<file path="src/rtl/seg7_scan_ctrl.sv">
// Multiplexed 4-digit, active-low seven-segment scanner with a frame-synchronous value update.
// Optional leading-zero blanking is compiled in by defining SEG7_LZB_EN.
module seg7_scan_ctrl #(
  parameter int unsigned DIV         = 1000,
  parameter int unsigned ON_TICKS    = 15,
  parameter int unsigned BLANK_TICKS = 1
) (
  input  logic        clk,
  input  logic        rst,
  input  logic        en,
  input  logic [15:0] value,
  input  logic        load,
  output logic        load_ack,
  output logic [6:0]  seg,
  output logic [3:0]  an,
  output logic        frame_done
);

  localparam int unsigned PW   = (DIV > 1) ? $clog2(DIV) : 1;
  localparam int unsigned TMAX = (ON_TICKS > BLANK_TICKS) ? ON_TICKS : BLANK_TICKS;
  localparam int unsigned TW   = (TMAX > 1) ? $clog2(TMAX) : 1;
  localparam logic [PW-1:0] PRESC_LAST = PW'(DIV - 1);
  localparam logic [TW-1:0] ON_LAST    = TW'(ON_TICKS - 1);
  localparam logic [TW-1:0] BLANK_LAST = TW'(BLANK_TICKS - 1);

  typedef enum logic [1:0] {IDLE, BLANK, DRIVE} state_t;

  state_t        state, state_n;
  logic [1:0]    idx, idx_n;
  logic [PW-1:0] presc, presc_n;
  logic [TW-1:0] tcnt, tcnt_n;
  logic [15:0]   shadow, shadow_n, pend, pend_n;
  logic          pflag, pflag_n;
  logic          boundary, tick, ack_n;
  logic [6:0]    seg_n;
  logic [3:0]    an_n, digit;

  function automatic logic [6:0] decode(input logic [3:0] d);
    case (d)
      4'h0: return 7'b0000001;
      4'h1: return 7'b1001111;
      4'h2: return 7'b0010010;
      4'h3: return 7'b0000110;
      4'h4: return 7'b1001100;
      4'h5: return 7'b0100100;
      4'h6: return 7'b0100000;
      4'h7: return 7'b0001111;
      4'h8: return 7'b0000000;
      4'h9: return 7'b0000100;
      4'hA: return 7'b0001000;
      4'hB: return 7'b1100000;
      4'hC: return 7'b0110001;
      4'hD: return 7'b1000010;
      4'hE: return 7'b0110000;
      default: return 7'b0111000;
    endcase
  endfunction

  // State register
  always_ff @(posedge clk) begin
    if (rst) begin
      state <= IDLE;
      idx   <= 2'd0;
      presc <= '0;
      tcnt  <= '0;
    end else begin
      state <= state_n;
      idx   <= idx_n;
      presc <= presc_n;
      tcnt  <= tcnt_n;
    end
  end

  // Next-state: prescaled tick drives BLANK/DRIVE phase lengths
  always_comb begin
    state_n  = state;
    idx_n    = idx;
    presc_n  = presc;
    tcnt_n   = tcnt;
    boundary = 1'b0;
    tick     = (presc == PRESC_LAST);
    if (!en) begin
      state_n = IDLE;
      idx_n   = 2'd0;
      presc_n = '0;
      tcnt_n  = '0;
    end else begin
      case (state)
        IDLE: begin
          state_n = BLANK;
          idx_n   = 2'd0;
          presc_n = '0;
          tcnt_n  = '0;
        end
        BLANK: begin
          presc_n = tick ? '0 : presc + PW'(1);
          if (tick) begin
            if (tcnt == BLANK_LAST) begin
              state_n = DRIVE;
              tcnt_n  = '0;
            end else begin
              tcnt_n = tcnt + TW'(1);
            end
          end
        end
        DRIVE: begin
          presc_n = tick ? '0 : presc + PW'(1);
          if (tick) begin
            if (tcnt == ON_LAST) begin
              state_n  = BLANK;
              idx_n    = idx + 2'd1;
              tcnt_n   = '0;
              boundary = (idx == 2'd3);
            end else begin
              tcnt_n = tcnt + TW'(1);
            end
          end
        end
        default: state_n = IDLE;
      endcase
    end
  end

  // Pending/shadow update: shadow only moves at a frame boundary or while idle
  always_comb begin
    shadow_n = shadow;
    pend_n   = pend;
    pflag_n  = pflag;
    ack_n    = 1'b0;
    if (boundary) begin
      if (load) begin
        shadow_n = value;
        ack_n    = 1'b1;
        pflag_n  = 1'b0;
      end else if (pflag) begin
        shadow_n = pend;
        ack_n    = 1'b1;
        pflag_n  = 1'b0;
      end
    end else if (load) begin
      pend_n  = value;
      pflag_n = 1'b1;
    end else if (pflag && state == IDLE) begin
      shadow_n = pend;
      ack_n    = 1'b1;
      pflag_n  = 1'b0;
    end
  end

  // Output decode from next-state so registered outputs line up with the FSM
  always_comb begin
    an_n  = 4'hF;
    seg_n = 7'h7F;
    digit = 4'(shadow_n >> {idx_n, 2'b00});
    if (state_n == DRIVE) begin
      an_n  = ~(4'b0001 << idx_n);
      seg_n = decode(digit);
`ifdef SEG7_LZB_EN
      if (idx_n != 2'd0 && (shadow_n >> {idx_n, 2'b00}) == 16'h0000) begin
        an_n  = 4'hF;
        seg_n = 7'h7F;
      end
`endif
    end
  end

  always_ff @(posedge clk) begin
    if (rst) begin
      shadow     <= 16'h0000;
      pend       <= 16'h0000;
      pflag      <= 1'b0;
      seg        <= 7'h7F;
      an         <= 4'hF;
      load_ack   <= 1'b0;
      frame_done <= 1'b0;
    end else begin
      shadow     <= shadow_n;
      pend       <= pend_n;
      pflag      <= pflag_n;
      seg        <= seg_n;
      an         <= an_n;
      load_ack   <= ack_n;
      frame_done <= boundary;
    end
  end

endmodule
</file>
<file path="config.mk">
export PLATFORM = sky130hd
export DESIGN_NAME = seg7_scan_ctrl
export DESIGN_NICKNAME = d
export VERILOG_FILES = /design/src/rtl/seg7_scan_ctrl.sv
export SDC_FILE = /design/constraint.sdc
export NUM_CORES = 1
export LEC_CHECK = 0
export ABC_CLOCK_PERIOD_IN_PS = 5950
export BUFFER_PORTS_ARGS = -buffer_cell sky130_fd_sc_hd__buf_2
export CORE_ASPECT_RATIO = 1.75
export CORE_MARGIN = 5
export CORE_UTILIZATION = 39
export CTS_CLUSTER_DIAMETER = 30
export DETAILED_ROUTE_END_ITERATION = 8
export SKIP_CTS_REPAIR_TIMING = 1
export SYNTH_ARGS = -nofsm -noshare
export SYNTH_HDL_FRONTEND = slang
export SYNTH_SLANG_ARGS = --single-unit
</file>
<file path="constraint.sdc">
create_clock -name clk -period 5.95 [get_ports clk]
set_input_delay 0.8925 -clock clk [delete_from_list [all_inputs] [get_ports clk]]
set_output_delay 0.8925 -clock clk [all_outputs]
set_load 0.01 [all_outputs]
</file>
==> impl_summary.txt <==
----------------------------------------------------
[Power and ir drop]
  Fraction of power consumed by combinational cells ... 7.3%
  P_int ... about 0.0008 W
  Leakage power figure ... 1.679 nW
  Part of the total power dissipated in sequential elements ... around 44%
  Part of the power in the clock network ... 49.0%
  Worst VDD drop ... 0.2005 mV
  Total power consumption of the routed design ... 0.001017 W
  Switching power ... around 0.00023 W
  Pwr/cell area ... 252.0 nW/µm²
  Switching power as a share of total power ... between 20% and 30%

[Routing]
  Mean routed wirelength per cell ... 14.52 µm
  Number of design rule violations left after detail routing ... 0
  Detailed router's first-iteration violation count ... 157
  TritonRoute pass-1 iters ... 4
  Total via count after detailed routing ... 2990
  Average vias per placed instance ... 5.292
  Total Routed Length ... roughly 8200 µm
  Post-detailed-route count of antenna-violating nets ... 0

[Global routing]
  Global Route met3 Usage ... 3.714%
  Maximum number of pins on one net before global-route repair ... 51
  Antenna violations before repair ... 0
  Total overflow reported by the global router ... 0
  Global routing usage on met2 ... 27.46%
  Via count of the first global-routing pass ... between 2000 and 3000
  Wire length of the first global-routing pass ... 13690 µm
  Total track usage ... around 16%
  Most congested layer reported by global routing ... met2
  Global routing usage on met1 ... 17.55%

[Clock tree]
  Clock tree buffer depth ... 2
  Total number of clock tree sinks ... between 60 and 70
  Clock tree from TritonCTS ... yes
  Clock-pin transition on the worst setup and hold timing paths ... 50 ps
  Clock latency reported for the late side of the worst-skew pair ... 330 ps
  Root cell of the clock tree ... clkbuf_16
  Clock H-tree levels ... 3
  Number of clock buffers inserted by TritonCTS ... 9

[Place]
  Number of placed cells counting well taps ... 549
  Final Wtd Congestion ... 0.7342
  Worst-case setup slack after placement ... around 1800 ps
  Detailed-placement wirelength estimate ... 5855 µm
  Placed inst area ... 3754 µm²
  I/O Buffers ... 32

[Floorplanning]
  Width of the chip ... approximately 82 µm
  Die Outline Area ... 11210 µm²
  Area of the core region ... 8979 µm²
  Die Ht ... 136.4 µm
  Number of placed I/O pins ... 33
  Core Rows ... 46
  Starting density of the core ... 39.63%

[Synthesis]
  Netlist cell types ... 54
  Number of synthesized flops with an enable pin ... 0
  Synthesized net count ... 456
  Synth top area cells ... dfxtp_1, mux2i_1, nand2_1
  Share of synthesized area occupied by flip-flops and latches ... a little over a third
  Synth Area per Inst ... 8.452 µm²
  Most frequent cells after synthesis ... dfxtp_1, nand2_1, nor2_1
  Post-Syn Instances ... 421
  Number of flip-flops and latches in the synthesized netlist ... 64
  Yosys warning total ... 0
  Largest area contributor in the netlist ... dfxtp_1
  Ys flop type ... dfxtp_1
  Most common cell in the synthesized netlist ... dfxtp_1
  Mapped cell area ... 3558 µm²
  Post-synth ARST share ... 0%
  Share of Yosys cell area claimed by the top area cell type ... 36.01%

[Outcome]
  Result of the run ... completed

[Timing]
  Tmin final ... 3857 ps
  RSZ-0062 raised after global routing ... false
  Max Clock Freq ... 0.2593 GHz
  Max Transition Viols Final ... 0
  Layout Skew ... 4.997 ps
  Final critical-path share of the clock period ... 64.82%
  Post-route worst setup slack ... 2093 ps
  Least-Margin Pin Slew ... 810.9 ps
  Total of endpoints with negative setup slack in the final report ... 0
  Slew Limit Headroom ... 45.94%
  Final setup TNS ... 0 ps
  Hold Fails Final Rpt ... 0

[Worst setup path]
  Endpoint type of the worst setup path ... flop
  Largest fanout of any net on the critical path ... 6
  Startpoint type of the worst setup path ... flop
  Required time reported for the critical path endpoint ... just over 6000 ps
  Critical path arrival ... 4030 ps
  Worst Setup Path Type ... flop to flop

[Final layout]
  Proportion of layout cells with a drive suffix above 1 ... 15.28%
  Final standard cell count with taps included and fillers excluded ... 565
  Synthesis-to-finish area growth ... 13.40%
  Area of all placed cells without fillers ... between 4000 and 5000 µm²
  Final Net Count ... 475
  Ant diodes ... 0

[Hold path]
  Class of the tightest hold or removal check ... flop to flop

[Run]
  Max Cap Viol ... 0

----------------------------------------------------
## flip-flops by register name (all words and copies together), names as in the netlist
signal      count
state           2
presc          10
an              4
shadow         16
idx             2
seg             7
pflag           1
pend           16
load_ack        1
tcnt            4
frame_done      1
## kinds of logic (layout without fill, tap and decap cells)
kind of cell	Yosys count	after routing	share of synthesized area, %
adders and majority gates	15	15	5.274
buffers and inverters	36	60	4.712
AOI/OAI and AO/OA	78	78	14.31
and+or+nand+nor	168	168	22.50
DFF	64	64	36.01
xor gates and xnor gates	9	9	2.215
muxes	51	51	14.98
## path summary, 6_finish.rpt
kind | start | endpoint | slack [ps] | depth (start not counted)
setup reg to reg | state[0]$_SDFF_PP0_ | seg[3]$_SDFF_PP1_ | 2090 | 12
hold reg to reg | pend[6]$_SDFFE_PP0P_ | pend[6]$_SDFFE_PP0P_ | 470 | 2
hold / removal | pend[6]$_SDFFE_PP0P_ | pend[6]$_SDFFE_PP0P_ | 470 | 2
setup / recovery | state[0]$_SDFF_PP0_ | seg[3]$_SDFF_PP1_ | 2090 | 12
## power by group through the flow
| stage | clock network [W] | logic, W | registers [W] |
|---|---|---|---|
| after floorplan | 0 | 0.0000555 | 0.000451 |
| after global placement | 0 | 0.0000737 | 0.000453 |
| after detailed placement | 0 | 0.0000749 | 0.000453 |
| after CTS | 0.000515 | 0.0000751 | 0.000444 |
| after global routing | 0.000535 | 0.0000832 | 0.000445 |
| final | 0.000498 | 0.0000744 | 0.000445 |
## stage by stage
step	hold WS (ps)	util, %
after floorplan	445.2	-
after global placement	456.3	41.81
after detailed placement	466.6	41.81
after CTS	474.2	44.94
after global routing	487.7	44.94
final	471.8	44.94
## routing by layer
layer	up-vias	wire length [µm]
met5	-	0
met4	0	299
met1	1403	3380
met2	52	4189
met3	16	331
li1	1519	-
## layout make-up
| class | count | area [µm²] |
|---|---|---|
| inverters | 10 | 37.54 |
| fillers | 937 | 4943 |
| multi-input cells | 321 | 2110 |
| well taps | 120 | 150.1 |
| clock inverters | 4 | 45.04 |
| repair buffers | 34 | 175.2 |
| clock buffers | 12 | 236.5 |
| flip-flops and latches | 64 | 1281 |
## worst max-delay path: stages, from the launching register on
cell and delay [ps]:
dfxtp_1 330, inv_1 100, ha_1 270, nand4_1 230, nor4_1 630, mux2i_1 620, o211ai_1 230, o211ai_1 290
inv_1 190, ha_1 340, a21oi_1 40, a2111oi_1 360, a41oi_1 70
## cells in the final DEF (no fill, tap or decap), types with 3 or more instances in the layout
cell / n
mux2i_1: 36
a21oi_1: 25
o221ai_1: 3
xnor2_1: 5
dfxtp_1: 64
clkbuf_16: 9
ha_1: 15
nor3_1: 3
and3_1: 5
nand3b_1: 3
nor2_1: 38
nand2b_1: 4
nand3_1: 22
o211ai_1: 4
o21a_1: 4
nor4_1: 3
buf_2: 32
clkinv_2: 3
o21ai_0: 20
nor2b_1: 11
nand2_1: 62
clkbuf_1: 3
a211o_1: 3
and3b_1: 3
inv_1: 10
nand4_1: 5
mux2_2: 14
xor2_1: 4
No activity file was read; power rests on OpenSTA's default activity.
